$ cat src/rtl/core_seq_if.sv
// -----------------------------------------------------------------------------
// core_seq_if
// Instruction-fetch and data-memory handshake bundle for the core_seq
// sequencer.
//   master : sequencer side (drives requests, receives acks/data)
//   slave  : memory side    (drives acks/data, receives requests)
// Signals:
//   i_req   fetch request          i_ack  fetch complete, i_rdata valid
//   i_rdata fetched instruction    i_c    fetched word is an expanded RVC
//   d_req   data access request    d_we   1 = store, 0 = load
//   d_ack   data access complete
// -----------------------------------------------------------------------------
interface core_seq_if;
  logic        i_req;
  logic        i_ack;
  logic [31:0] i_rdata;
  logic        i_c;
  logic        d_req;
  logic        d_we;
  logic        d_ack;

  modport master (
    output i_req, d_req, d_we,
    input  i_ack, i_rdata, i_c, d_ack
  );

  modport slave (
    input  i_req, d_req, d_we,
    output i_ack, i_rdata, i_c, d_ack
  );
endinterface

$ cat src/rtl/core_seq.sv
// -----------------------------------------------------------------------------
// core_seq
// Multi-cycle RV32I sequencer. Steps each instruction through
// FETCH -> DECODE -> EXEC -> (MEM | WB) -> FETCH, runs the fetch and data
// handshakes, and drives the PC unit, ALU and writeback controls from the
// latched instruction. Illegal instructions, ECALL/EBREAK and bus timeouts
// park the sequencer in a sticky TRAP state until rst.
//
// Parameters:
//   BUS_TIMEOUT : cycles without ack before a bus-timeout trap (0 disables)
// Optional feature macro:
//   RVC_ENABLE_EN : honour i_c (compressed fetch) for legality and PC+2
// Ports:
//   clk, rst            clock, synchronous active-high reset
//   bus (master)        fetch/data handshake bundle
//   ir                  latched instruction
//   pc_load, pc_sel     PC unit strobe and select (00 +4, 10 +2, 01 TA, 11 +Imm)
//   alufn               ALU function code
//   zf, cf, vf, sf      ALU flags
//   alu_src_a/b         operand muxes (a: 0 rs1 / 1 PC, b: 0 rs2 / 1 Imm)
//   rf_we, wb_sel       register write enable, source (00 ALU, 01 load, 10 ftPC)
//   trap, trap_cause    sticky trap (01 illegal, 10 bus timeout, 11 ECALL/EBREAK)
//   state               debug view of the sequencer state
// -----------------------------------------------------------------------------
module core_seq #(
  parameter int BUS_TIMEOUT = 255
) (
  input  logic        clk,
  input  logic        rst,
  core_seq_if.master  bus,
  output logic [31:0] ir,
  output logic        pc_load,
  output logic [1:0]  pc_sel,
  output logic [3:0]  alufn,
  input  logic        zf,
  input  logic        cf,
  input  logic        vf,
  input  logic        sf,
  output logic        alu_src_a,
  output logic        alu_src_b,
  output logic        rf_we,
  output logic [1:0]  wb_sel,
  output logic        trap,
  output logic [1:0]  trap_cause,
  output logic [2:0]  state
);

  typedef enum logic [2:0] {
    S_FETCH  = 3'd0,
    S_DECODE = 3'd1,
    S_EXEC   = 3'd2,
    S_MEM    = 3'd3,
    S_WB     = 3'd4,
    S_TRAP   = 3'd5
  } state_t;

  // Opcode classes, ir[6:2] (ir[1:0] is checked separately for RVC support)
  localparam logic [4:0] OP_LOAD   = 5'b00000;
  localparam logic [4:0] OP_ARI    = 5'b00100;
  localparam logic [4:0] OP_AUIPC  = 5'b00101;
  localparam logic [4:0] OP_STORE  = 5'b01000;
  localparam logic [4:0] OP_ARR    = 5'b01100;
  localparam logic [4:0] OP_LUI    = 5'b01101;
  localparam logic [4:0] OP_BRANCH = 5'b11000;
  localparam logic [4:0] OP_JALR   = 5'b11001;
  localparam logic [4:0] OP_JAL    = 5'b11011;
  localparam logic [4:0] OP_SYSTEM = 5'b11100;

  // ALU function codes
  localparam logic [3:0] ALU_ADD  = 4'b0000;
  localparam logic [3:0] ALU_SUB  = 4'b0001;
  localparam logic [3:0] ALU_PASS = 4'b0011;
  localparam logic [3:0] ALU_OR   = 4'b0100;
  localparam logic [3:0] ALU_AND  = 4'b0101;
  localparam logic [3:0] ALU_XOR  = 4'b0111;
  localparam logic [3:0] ALU_SRL  = 4'b1000;
  localparam logic [3:0] ALU_SLL  = 4'b1001;
  localparam logic [3:0] ALU_SRA  = 4'b1010;
  localparam logic [3:0] ALU_SLT  = 4'b1101;
  localparam logic [3:0] ALU_SLTU = 4'b1111;

  localparam logic [1:0] CAUSE_ILLEGAL = 2'b01;
  localparam logic [1:0] CAUSE_TIMEOUT = 2'b10;
  localparam logic [1:0] CAUSE_ECALL   = 2'b11;

  localparam int            CW      = (BUS_TIMEOUT < 2) ? 1 : $clog2(BUS_TIMEOUT + 1);
  localparam bit            TO_EN   = (BUS_TIMEOUT != 0);
  localparam logic [CW-1:0] TO_LAST = CW'(BUS_TIMEOUT - 1);

  state_t        r_state;
  state_t        w_state_nxt;
  logic [31:0]   r_ir;
  logic [CW-1:0] r_cnt;
  logic [1:0]    r_cause;
  logic [1:0]    w_cause_nxt;

  logic          w_c_flag;
  logic          w_len_ok;
  logic [4:0]    w_opc;
  logic [2:0]    w_f3;
  logic          w_op_known;
  logic          w_illegal;
  logic          w_ecall;
  logic          w_timeout;
  logic          w_taken;
  logic [1:0]    w_ft_sel;

  assign w_opc = r_ir[6:2];
  assign w_f3  = r_ir[14:12];

  // ---------------------------------------------------------------------------
  // Compressed-instruction support
  // ---------------------------------------------------------------------------
`ifdef RVC_ENABLE_EN
  logic r_c_flag;

  always_ff @(posedge clk) begin
    if (rst)
      r_c_flag <= 1'b0;
    else if (r_state == S_FETCH && bus.i_ack)
      r_c_flag <= bus.i_c;
  end

  assign w_c_flag = r_c_flag;
  // An expanded compressed word carries no meaningful ir[1:0]
  assign w_len_ok = r_c_flag || (r_ir[1:0] == 2'b11);
`else
  logic w_unused_ic;
  assign w_unused_ic = bus.i_c;
  assign w_c_flag    = 1'b0;
  assign w_len_ok    = (r_ir[1:0] == 2'b11);
`endif

  assign w_ft_sel = w_c_flag ? 2'b10 : 2'b00;

  // ---------------------------------------------------------------------------
  // Decode helpers
  // ---------------------------------------------------------------------------
  always_comb begin
    unique case (w_opc)
      OP_LOAD, OP_ARI, OP_AUIPC, OP_STORE, OP_ARR,
      OP_LUI, OP_BRANCH, OP_JALR, OP_JAL, OP_SYSTEM: w_op_known = 1'b1;
      default:                                       w_op_known = 1'b0;
    endcase
  end

  assign w_illegal = !w_op_known || !w_len_ok
                  || (w_opc == OP_BRANCH && w_f3[2:1] == 2'b01)
                  || (w_opc == OP_SYSTEM && w_f3 != 3'b000);
  assign w_ecall   = (w_opc == OP_SYSTEM) && (w_f3 == 3'b000);

  // Counter holds the number of ack-less cycles already spent in this phase,
  // so the trap fires on the BUS_TIMEOUT-th such cycle.
  assign w_timeout = TO_EN && (r_cnt == TO_LAST);

  always_comb begin
    unique case (w_f3)
      3'b000:  w_taken = zf;
      3'b001:  w_taken = !zf;
      3'b100:  w_taken = sf ^ vf;
      3'b101:  w_taken = !(sf ^ vf);
      3'b110:  w_taken = !cf;
      3'b111:  w_taken = cf;
      default: w_taken = 1'b0;
    endcase
  end

  function automatic logic [3:0] alu_map(input logic [2:0] f3, input logic alt);
    unique case (f3)
      3'b000:  return alt ? ALU_SUB : ALU_ADD;
      3'b001:  return ALU_SLL;
      3'b010:  return ALU_SLT;
      3'b011:  return ALU_SLTU;
      3'b100:  return ALU_XOR;
      3'b101:  return alt ? ALU_SRA : ALU_SRL;
      3'b110:  return ALU_OR;
      default: return ALU_AND;
    endcase
  endfunction

  // ---------------------------------------------------------------------------
  // State register and the other registered context
  // ---------------------------------------------------------------------------
  // NOTE: sequential state uses non-blocking assignments so every register
  // samples pre-edge values regardless of statement order.
  always_ff @(posedge clk) begin
    if (rst) begin
      r_state <= S_FETCH;
      r_ir    <= 32'h0000_0013;
      r_cnt   <= '0;
      r_cause <= 2'b00;
    end else begin
      r_state <= w_state_nxt;
      r_cause <= w_cause_nxt;
      if (r_state == S_FETCH && bus.i_ack)
        r_ir <= bus.i_rdata;
      // Any state change clears the counter, so it starts at 0 on entry to
      // FETCH or MEM; staying in either of those means no ack arrived.
      if (w_state_nxt != r_state)
        r_cnt <= '0;
      else if (r_state == S_FETCH || r_state == S_MEM)
        r_cnt <= r_cnt + 1'b1;
    end
  end

  // ---------------------------------------------------------------------------
  // Next-state logic
  // ---------------------------------------------------------------------------
  // NOTE: every signal written in a combinational block gets a default first,
  // so no path leaves it unassigned and no latch is inferred.
  always_comb begin
    w_state_nxt = r_state;
    w_cause_nxt = r_cause;
    unique case (r_state)
      S_FETCH: begin
        // An ack in the timeout cycle wins
        if (bus.i_ack) begin
          w_state_nxt = S_DECODE;
        end else if (w_timeout) begin
          w_state_nxt = S_TRAP;
          w_cause_nxt = CAUSE_TIMEOUT;
        end
      end
      S_DECODE: begin
        if (w_illegal) begin
          w_state_nxt = S_TRAP;
          w_cause_nxt = CAUSE_ILLEGAL;
        end else if (w_ecall) begin
          w_state_nxt = S_TRAP;
          w_cause_nxt = CAUSE_ECALL;
        end else begin
          w_state_nxt = S_EXEC;
        end
      end
      S_EXEC: begin
        unique case (w_opc)
          OP_ARR, OP_ARI, OP_LUI, OP_AUIPC: w_state_nxt = S_WB;
          OP_LOAD, OP_STORE:                w_state_nxt = S_MEM;
          default:                          w_state_nxt = S_FETCH;
        endcase
      end
      S_MEM: begin
        if (bus.d_ack) begin
          w_state_nxt = S_FETCH;
        end else if (w_timeout) begin
          w_state_nxt = S_TRAP;
          w_cause_nxt = CAUSE_TIMEOUT;
        end
      end
      S_WB:    w_state_nxt = S_FETCH;
      S_TRAP:  w_state_nxt = S_TRAP;
      default: w_state_nxt = S_FETCH;
    endcase
  end

  // ---------------------------------------------------------------------------
  // Output logic
  // ---------------------------------------------------------------------------
  always_comb begin
    bus.i_req = 1'b0;
    bus.d_req = 1'b0;
    bus.d_we  = 1'b0;
    pc_load   = 1'b0;
    pc_sel    = w_ft_sel;
    alufn     = ALU_ADD;
    alu_src_a = 1'b0;
    alu_src_b = 1'b0;
    rf_we     = 1'b0;
    wb_sel    = 2'b00;

    // ALU controls stay valid through MEM/WB so the address/result is stable
    if (r_state == S_EXEC || r_state == S_MEM || r_state == S_WB) begin
      unique case (w_opc)
        OP_ARR:   alufn = alu_map(w_f3, r_ir[30]);
        OP_ARI: begin
          // ir[30] is part of the immediate except for SRAI
          alufn     = alu_map(w_f3, (w_f3 == 3'b101) && r_ir[30]);
          alu_src_b = 1'b1;
        end
        OP_LUI: begin
          alufn     = ALU_PASS;
          alu_src_b = 1'b1;
        end
        OP_AUIPC: begin
          alu_src_a = 1'b1;
          alu_src_b = 1'b1;
        end
        OP_LOAD, OP_STORE, OP_JALR: alu_src_b = 1'b1;
        OP_BRANCH: alufn = ALU_SUB;
        default: ;
      endcase
    end

    unique case (r_state)
      S_FETCH: bus.i_req = 1'b1;
      S_EXEC: begin
        unique case (w_opc)
          OP_BRANCH: begin
            pc_load = 1'b1;
            pc_sel  = w_taken ? 2'b11 : w_ft_sel;
          end
          OP_JAL: begin
            rf_we   = 1'b1;
            wb_sel  = 2'b10;
            pc_load = 1'b1;
            pc_sel  = 2'b11;
          end
          OP_JALR: begin
            rf_we   = 1'b1;
            wb_sel  = 2'b10;
            pc_load = 1'b1;
            pc_sel  = 2'b01;
          end
          default: ;
        endcase
      end
      S_MEM: begin
        bus.d_req = 1'b1;
        bus.d_we  = (w_opc == OP_STORE);
        if (bus.d_ack) begin
          pc_load = 1'b1;
          if (w_opc == OP_LOAD) begin
            rf_we  = 1'b1;
            wb_sel = 2'b01;
          end
        end
      end
      S_WB: begin
        rf_we   = 1'b1;
        pc_load = 1'b1;
      end
      default: ;
    endcase

    // Reset cycle: no request or state-changing strobe may leave the block
    if (rst) begin
      bus.i_req = 1'b0;
      bus.d_req = 1'b0;
      bus.d_we  = 1'b0;
      pc_load   = 1'b0;
      rf_we     = 1'b0;
    end
  end

  assign ir         = r_ir;
  assign trap       = (r_state == S_TRAP);
  assign trap_cause = r_cause;
  assign state      = r_state;

endmodule

$ cat src/flat_wrapper.sv
// flat-port wrapper written by rule: the top's interface ports become plain ports
module core_seq_flat 
#(
  parameter int BUS_TIMEOUT = 255
)
  (clk, rst, ir, pc_load, pc_sel, alufn, zf, cf, vf, sf, alu_src_a, alu_src_b, rf_we, wb_sel, trap, trap_cause, state, bus_i_req, bus_d_req, bus_d_we, bus_i_ack, bus_i_rdata, bus_i_c, bus_d_ack);
  core_seq_if bus_i ();
  input  logic clk;
  input  logic rst;
  output logic [31:0] ir;
  output logic pc_load;
  output logic [1:0] pc_sel;
  output logic [3:0] alufn;
  input  logic zf;
  input  logic cf;
  input  logic vf;
  input  logic sf;
  output logic alu_src_a;
  output logic alu_src_b;
  output logic rf_we;
  output logic [1:0] wb_sel;
  output logic trap;
  output logic [1:0] trap_cause;
  output logic [2:0] state;
  output wire logic [$bits(bus_i.i_req)-1:0] bus_i_req;
  output wire logic [$bits(bus_i.d_req)-1:0] bus_d_req;
  output wire logic [$bits(bus_i.d_we)-1:0] bus_d_we;
  input wire logic [$bits(bus_i.i_ack)-1:0] bus_i_ack;
  input wire logic [$bits(bus_i.i_rdata)-1:0] bus_i_rdata;
  input wire logic [$bits(bus_i.i_c)-1:0] bus_i_c;
  input wire logic [$bits(bus_i.d_ack)-1:0] bus_d_ack;
  assign bus_i_req = bus_i.i_req;
  assign bus_d_req = bus_i.d_req;
  assign bus_d_we = bus_i.d_we;
  assign bus_i.i_ack = bus_i_ack;
  assign bus_i.i_rdata = bus_i_rdata;
  assign bus_i.i_c = bus_i_c;
  assign bus_i.d_ack = bus_d_ack;
  core_seq #(.BUS_TIMEOUT(BUS_TIMEOUT)) u_core (.clk(clk), .rst(rst), .bus(bus_i), .ir(ir), .pc_load(pc_load), .pc_sel(pc_sel), .alufn(alufn), .zf(zf), .cf(cf), .vf(vf), .sf(sf), .alu_src_a(alu_src_a), .alu_src_b(alu_src_b), .rf_we(rf_we), .wb_sel(wb_sel), .trap(trap), .trap_cause(trap_cause), .state(state));
endmodule
$ cat config.mk
export PLATFORM = sky130hd
export DESIGN_NAME = core_seq_flat
export DESIGN_NICKNAME = d
export VERILOG_FILES = /design/src/rtl/core_seq_if.sv /design/src/rtl/core_seq.sv /design/src/flat_wrapper.sv
export SDC_FILE = /design/constraint.sdc
export NUM_CORES = 1
export LEC_CHECK = 0
export ABC_CLOCK_PERIOD_IN_PS = 3900
export BUFFER_PORTS_ARGS = -buffer_cell sky130_fd_sc_hd__buf_2
export CORE_UTILIZATION = 35
export DETAILED_ROUTE_END_ITERATION = 7
export GPL_TIMING_DRIVEN = 1
export PLACE_DENSITY = 0.68
export SLEW_MARGIN = 20
export SYNTH_ARGS = -nofsm -noshare
export SYNTH_HDL_FRONTEND = slang
export SYNTH_SLANG_ARGS = --single-unit
$ cat constraint.sdc
create_clock -name clk -period 3.9 [get_ports clk]
set_input_delay 0.195 -clock clk [delete_from_list [all_inputs] [get_ports clk]]
set_output_delay 0.195 -clock clk [all_outputs]
set_load 0.005 [all_outputs]
Yosys cells after proc, flatten, opt, wreduce, memory -nomap -nowiden. Memory sizes are Yosys's and may differ from the RTL's. A register that Yosys moved wholly into a read port is not among the register bits. Index checks and enable logic that the tools add are counted.

Add/sub/neg operators: 1. Multipliers: 0. Divide/modulo/power cells: 0. $lt $le $gt $ge: 0. Eq/ne operators: 28. Shift operators: 0. Mux-type cells: 50. Bitwise gates (word level): 1. Reduce and logical (&&, ||, !) cells: 28.

Operators with widths (count): $pmux 4 s7 (2); $mux 2 (11); $eq 5x5->1 const B (4); $mux 1 (20); $eq 3x3->1 const B (6); $pmux 4 s4 (1); $eq 5x4->1 const B (3); $mux 3 (5); $pmux 3 s5 (1); $eq 3x2->1 const B (4); $pmux 2 s3 (2); $eq 5x3->1 const B (2); $mux 5 (2); $add 8x1->8 const B (1); $eq 8x8->1 const B (1); $eq 3x1->1 const B (2); $logic_not 3->1 (2); $logic_or 1x1->1 (6); $pmux 1 s3 (2); $pmux 1 s6 (1); $pmux 3 s2 (1); $reduce_bool 3->1 (2); $reduce_or 2->1 (3); $reduce_or 6->1 (1); other kinds (14) (23).

Register bits: 45. Bits in latches: 0. RAM bits: 0. Bits in read-only memories: 32. Bits of input ports: 41. Memories: 1.

Memory list: (no name shown) (words 32, width 1, read ports 1, clocked after Yosys merged registers in 1, write ports 0, line core_seq.sv:140) `unique case (w_opc)`.

Depth between registers and ports, before layout. Gate-level depths: netlist of run 1.

Depth after elaboration: 9. Mapped depth: 7. Mapped depth without buffers: 7.

Worst setup path before layout of run 1. Ideal clock, no wire load.

Path kind: register -> register. Start point: reg u_core.r_ir[4] (netlist: u_core.ir[4]). End point: reg u_core.r_cnt[1]. Library setup time: 0.100 ns. Arrival time: 2.001 ns. Required time: 3.800 ns. Path slack: 1.800 ns. Stages on the path, launching flop included: 7. Path buffers: 1. Cell sequence: dfxtp_1 -> buf_6 -> or4_4 -> or4b_4 -> o31ai_4 -> o21ai_4 -> a2111oi_4.

Word-level cells in the longest chain between the ends: 8.

Ends and longest elaborated chain: from (decl) (line core_seq.sv:92) `logic [31:0] r_ir;`; from (signal assigned) (line core_seq.sv:196) `r_ir <= bus.i_rdata;`; branches (longest 5 deep; another with $eq 5x4->1); $pmux 3 s5 * (line core_seq.sv:214) `unique case (r_state)`; $ne 3x3->1 * (line core_seq.sv:199) `if (w_state_nxt != r_state)`; $reduce_or 2->1 (no source line) *; to (signal assigned) (line core_seq.sv:202) `r_cnt <= r_cnt + 1'b1;`; to (decl) (line core_seq.sv:93) `logic [CW-1:0] r_cnt;`.

Mark *: on every way between the ends. A chain may end at the register's enable or synchronous reset.

Worst setup path in the final report of run 1.
Start point: reg u_core.r_cnt[0]. End point: reg u_core.r_cnt[3].

Word-level cells in the longest chain between the ends: 6.

Ends and longest elaborated chain: $eq 8x8->1 (line core_seq.sv:154) `assign w_timeout = TO_EN && (r_cnt == TO_LAST);`; $mux 3 (line core_seq.sv:219, core_seq.sv:245); $mux 3 (on tied branches) (line core_seq.sv:243, core_seq.sv:217); $pmux 3 s5 (line core_seq.sv:214); $ne 3x3->1 (line core_seq.sv:199); $reduce_or 2->1 (no source line).

Parallel ways exist; a longest one is shown, timed or not.

==> results of run 1 <==
## area by class of cell
cell class                      count  area, sq um
Multi-Input combinational cell    239         1370
Fill cell                         665         3480
Timing Repair Buffer               95          487
Sequential cell                    46          921
Clock buffer                        6         72.6
Inverter                            8         30.0
Clock inverter                      2         37.5
Tap cell                           77         96.3
## flip-flops by register name, summed over array words and instances, names as in the netlist
signal and count:
u_core.r_cnt 8, u_core.trap_cause 2, u_core.ir 32, u_core.state 3
u_core.w_op_known 1
## per-stage QoR
| step | cell area, sq um | util [%] | cells | total power (uW) | setup slack, ns |
|---|---|---|---|---|---|
| 2_1_floorplan | 2410 | - | 316 | 809 | 1.80 |
| 5_1_grt | 3020 | 46.4 | 473 | 1360 | 1.28 |
| 4_1_cts | 3000 | 46.3 | 472 | 1280 | 1.50 |
| 6_report | 3020 | 46.4 | 473 | 1270 | 1.55 |
| 3_5_place_dp | 2890 | 44.6 | 464 | 929 | 1.54 |
| 3_3_place_gp | 2890 | 44.6 | 464 | 920 | 1.58 |
## placed cells by master (no fill, tap or decap), types with 2 or more instances in the layout
cell	n
ha_1	2
a21oi_1	41
nor3b_1	2
o2111a_1	2
a311o_1	2
a211oi_1	4
nor2_1	18
buf_4	2
nor2b_1	9
xnor2_1	8
nand2b_1	3
o2111ai_1	2
nand2_1	77
o21ai_0	5
clkbuf_8	5
or3_1	2
nand3b_1	5
nor3_1	9
dfxtp_1	46
nor4_1	3
and3_1	4
nand4_1	4
buf_2	92
inv_1	8
a31oi_1	3
nand3_1	5
a21o_1	2
## layer usage
| layer | GRT usage (%) | wire [um] | share of wire (%) |
|---|---|---|---|
| met5 | 0 | 0 | 0 |
| met4 | 4.93 | 57 | 0.95 |
| met3 | 4.38 | 315 | 5.2 |
| met2 | 28.4 | 2880 | 48 |
| met1 | 22.4 | 2750 | 46 |
## cell usage after synthesis, types with 5 or more instances
master / number / area, sq um
nand2_1: 77 / 289
dfxtp_1: 46 / 921
a21oi_1: 41 / 205
clkbuf_1: 20 / 75.1
nor2_1: 18 / 67.6
nor2b_1: 9 / 56.3
nor3_1: 9 / 45.0
inv_1: 8 / 30.0
xnor2_1: 8 / 70.1
nand3_1: 5 / 25.0
nand3b_1: 5 / 37.5
o21ai_0: 5 / 25.0
## critical path: stages (launching register included)
cell and delay, ns:
dfxtp_1 0.35, inv_1 0.07, ha_1 0.14, nand3_1 0.08, nor2_1 0.38, o21ai_0 0.28, a41oi_1 0.77, nor3_1 0.14
## cells by family after synthesis
kind of cell               count (synthesis)  share of synthesized area [%]
and+or+nand+nor                          150                           30.0
muxes                                      2                          0.883
DFF                                       46                           38.2
xor gates and xnor gates                   9                           3.27
AOI/OAI and AO/OA                         76                           21.4
adders and majority gates                  2                           1.04
buffers and inverters                     31                           5.19
## how the worst max path moves through the flow
stage / end / slack, ns / cells past startpoint
final: u_core.r_cnt[3] / 1.55 / 7
after detailed placement: u_core.r_cnt[2] / 1.54 / 6
after floorplan: u_core.r_cnt[1] / 1.80 / 6
after global routing: u_core.r_cnt[2] / 1.28 / 7
after global placement: u_core.r_cnt[6] / 1.58 / 7
after CTS: u_core.r_cnt[3] / 1.50 / 6
## power by group through the flow
stage / clock (uW) / sequential, uW / combinational [uW]
floorplan: 0 / 558 / 251
global placement: 0 / 588 / 332
detailed placement: 0 / 590 / 338
CTS: 363 / 580 / 339
global route: 391 / 590 / 382
finish: 350 / 579 / 339
==> reports/metrics.cfg, run 1 <==
[clocking]
clkSlewWorstSetupHoldPaths_ns = 0.09
cts_root_buf = clkbuf_8
cts_setup_buffers = 0
htreeDepth = 2
cts_tree = yes
cts_buffers = 5
postCtsResizedCells = 0
cts_buffer_depth = 2
cts_hold_buf = 0
cts.sinks = 46
clk_latency_ns = 0.30

[synthesis]
synth-edff-count = 0
yosysSeqAreaShare_pct = 38.2
avgSynthCellArea_sq_um = 7.62
ys.flop_type = dfxtp_1
yosysWarnings = 0
yosys_register_bits = 46
synthesis.instances = 316
synthDistinctLibCells = 55
syn_nets = 359
synthArstFlopShare_pct = 0
synthesis.area_sq_um = 2410

[worst_setup_path]
r2r-end = u_core.r_cnt[3]
timing.critical_path.fanout_max = 8
reg2reg_from = u_core.r_cnt[0]
cp-start-kind = register
worst_ep_required_time_ns = 4.05
rrSetupSlack_ns = 1.55
critPathLaunch = u_core.r_cnt[0]
path_class = register to register
arrival_ns = 2.50
endpoint_kind = register
r2r_cells = 7

[final_layout]
synthToLayoutAreaGrowth_pct = 25.2
nets = 438
antenna_cells = 0
drive_gt1_share_pct = 27.8

[sta]
fin_tns_setup_ns = 0
fmax_mhz = 425
maxSlewViolCount = 0
rsz0062_at_grt = no
setup_viol = 0
fin_crit_ns = 2.35
hold_violations = 0
hold-worst-slack_ns = 0.104
tightest_slew_ns = 0.860
fin_crit_sh_pct = 60.3
finClkSkew_ns = 0.00869
relSlewSlack_pct = 41.9

[power_and_ir_drop]
pwr-share-clk_pct = 27.6
p_seq_share_pct = 45.7
power.leakage_uw = 0.00132
comb_power_share_pct = 26.7
p_sw_share_pct = 32.5
ir_worst_vdd_v = 0.000172
intPower_uw = 856
switchingPower_uw = 413
power_per_cell_area_nw_per_um2 = 421

[floorplan]
die_area_sq_um = 7220
start_util_pct = 37.1
die_y_um = 85.0
core_area_sq_um = 6490
fp.dieW_um = 85.0
std_cell_rows = 29
pin_count = 94

[grt]
first_global_vias = 2155
antenna_found_initial = 0
grt_use_total_pct = 17.3
grt_overflow = 0
grt_pass1_wl_um = 10200
grt_max_degree = 46

[drt]
drt_iter0_drc = 112
drc_errors = 5
vias_per_cell = 5.16
first_pass_iters = 8
wire_per_inst_um = 12.7
vias = 2441
wl_um = 6000
antenna_left = 0

[min_path]
hold-path-endpoint = u_core.ir[0]
hold_class = input port to register
hold_start = bus_i_rdata[0]
worstHoldPathCells = 3

[placement]
gp_congestion = 0.790
hpwlAfterDp_um = 4380
port_buffers = 92

[flow_run]
cap_violations = 0

[run_status]
run_status = finished, violations left
violations = DRC

(Power assumes the default switching activity.)
==> inputs of run 2 (changes only) <==
Settings changed: ABC_CLOCK_PERIOD_IN_PS 3900 to 2300.
Clock period 3.9 ns to 2.3 ns, I/O delays scaled along.
==> reports/metrics.cfg, run 2 (synthesis results as in run 1) <==
[drt]
wire_per_inst_um = 13.4  ; was 12.7 um
wl_um = 6510  ; was 6000 um
first_pass_iters = 8  ; unchanged
antenna_left = 0  ; unchanged
vias_per_cell = 5.15  ; was 5.16
drt_iter0_drc = 146  ; was 112
vias = 2500  ; was 2441
drc_errors = 5  ; unchanged

[floorplan]
core_area_sq_um = 6490  ; unchanged
start_util_pct = 37.1  ; unchanged
pin_count = 94  ; unchanged
fp.dieW_um = 85.0  ; unchanged
die_area_sq_um = 7220  ; unchanged
die_y_um = 85.0  ; unchanged
std_cell_rows = 29  ; unchanged

[power_and_ir_drop]
p_seq_share_pct = 42.9  ; was 45.7%
pwr-share-clk_pct = 27.6  ; about the same
comb_power_share_pct = 29.4  ; was 26.7%
power.leakage_uw = 0.00138  ; was 0.00132 uW
ir_worst_vdd_v = 0.000347  ; was 0.000172 V
p_sw_share_pct = 33.0  ; was 32.5%
power_per_cell_area_nw_per_um2 = 711  ; was 421 nW/um^2
intPower_uw = 1480  ; was 856 uW
switchingPower_uw = 728  ; was 413 uW

[flow_run]
cap_violations = 0  ; unchanged

[sta]
fin_crit_sh_pct = 94.0  ; was 60.3%
hold_violations = 0  ; unchanged
maxSlewViolCount = 0  ; unchanged
setup_viol = 0  ; unchanged
rsz0062_at_grt = no  ; unchanged
fmax_mhz = 463  ; was 425 MHz
finClkSkew_ns = 0.0111  ; was 0.00869 ns
fin_crit_ns = 2.16  ; was 2.35 ns
tightest_slew_ns = 0.579  ; was 0.860 ns
fin_tns_setup_ns = 0  ; unchanged
relSlewSlack_pct = 60.9  ; was 41.9%

[clocking]
htreeDepth = 2  ; unchanged
cts_root_buf = clkbuf_8  ; unchanged
clkSlewWorstSetupHoldPaths_ns = 0.09  ; about the same
cts_setup_buffers = 0  ; unchanged
cts.sinks = 46  ; unchanged
clk_latency_ns = 0.30  ; about the same
cts_tree = yes  ; unchanged
cts_buffer_depth = 2  ; unchanged
cts_buffers = 5  ; unchanged

[grt]
grt_use_met3_pct = 4.47  ; was 4.38%
use_met2_pct = 31.5  ; was 28.4%
use_met1_pct = 22.4  ; about the same
first_global_vias = 2286  ; was 2155
grt_max_degree = 25  ; was 46
grt.busiest_layer = met2  ; unchanged
antenna_found_initial = 0  ; unchanged
grt_use_total_pct = 18.3  ; was 17.3%
grt_overflow = 0  ; unchanged
grt_pass1_wl_um = 10600  ; was 10200 um

[placement]
port_buffers = 92  ; unchanged
hpwlAfterDp_um = 4820  ; was 4380 um
gp_congestion = 0.788  ; was 0.790
dp.cells = 477  ; was 464

[final_layout]
layout_commonest_cell = buf_2  ; unchanged
fillers = 664  ; was 665
largest_reg_flops = 32  ; unchanged
antenna_cells = 0  ; unchanged
layout.cells.non_filler = 485  ; was 473
nets = 450  ; was 438
synthToLayoutAreaGrowth_pct = 29.0  ; was 25.2%
drive_gt1_share_pct = 30.6  ; was 27.8%
final_cell_mix = 92 x buf_2, 77 x nand2_1, 44 x dfxtp_1  ; was 92 x buf_2, 77 x nand2_1, 46 x dfxtp_1

[worst_setup_path]
cp-start-kind = register  ; unchanged
endpoint_kind = register  ; unchanged
arrival_ns = 2.37  ; was 2.50 ns
rrSetupSlack_ns = 0.14  ; was 1.55 ns
critPathLaunch = u_core.ir[3]  ; was u_core.r_cnt[0]
worst_ep_required_time_ns = 2.50  ; was 4.05 ns
reg2reg_from = u_core.ir[3]  ; was u_core.r_cnt[0]
timing.critical_path.fanout_max = 8  ; unchanged
path_class = register to register  ; unchanged

[run_status]
run_status = finished, violations left  ; unchanged
violations = DRC  ; unchanged

[min_path]
hold_class = input port to register  ; unchanged
hold_start = bus_i_rdata[1]  ; was bus_i_rdata[0]

## run 2: stage by stage
step	hold WS, ns	total power (uW)	setup WS, ns	area [sq um]	utilization [%]
floorplan	0.239	1370	0.200	2410	-
global route	0.0252	2360	0.0276	3110	47.8
CTS	0.00824	2240	0.0977	3100	47.8
finish	0.0209	2210	0.139	3110	47.8
detailed placement	0.328	1620	0.155	2990	46.1
global placement	0.321	1600	0.196	2990	46.1
## run 2: layout make-up
class	instances	area (sq um)	area share [%]
Inverter	8	30.0	0.967
Timing Repair Buffer	107	573	18.4
Clock buffer	5	68.8	2.22
Clock inverter	3	43.8	1.41
Tap cell	77	96.3	3.10
Multi-Input combinational cell	239	1370	44.1
Sequential cell	46	923	29.7
## run 2: worst max-delay path, stage by stage, from the launching register on
cell and delay [ns]:
dfxtp_1 0.38, or4_4 0.55, or4b_4 0.56, o31ai_4 0.09, o21ai_4 0.15, a2111oi_4 0.34
## run 2: worst paths after layout
path | depth (start not counted) | endpoint
worst max-delay path | 5 | u_core.r_cnt[1]
worst min-delay path | 3 | u_core.ir[1]
worst max register to register | 5 | u_core.r_cnt[1]
worst min register to register | 2 | u_core.ir[27]
## run 2: what timing repair did
action | CTS | global route
endpoints found under the setup margin | 0 | 2
hold buffers | 0 | 0
gates resized for setup | 0 | 2
## run 2: metal layers
layer | vias to the layer above | wire (um)
met5 | - | 0
met4 | 0 | 91
met3 | 8 | 284
met2 | 61 | 3230
met1 | 1156 | 2900
li1 | 1275 | -
## run 2: power groups by stage
| stage | Combinational, uW | Clock (uW) | Sequential [uW] |
|---|---|---|---|
| finish | 650 | 610 | 948 |
| global route | 733 | 664 | 961 |
| CTS | 657 | 636 | 946 |
| detailed placement | 653 | 0 | 964 |
| global placement | 642 | 0 | 962 |
| floorplan | 426 | 0 | 946 |
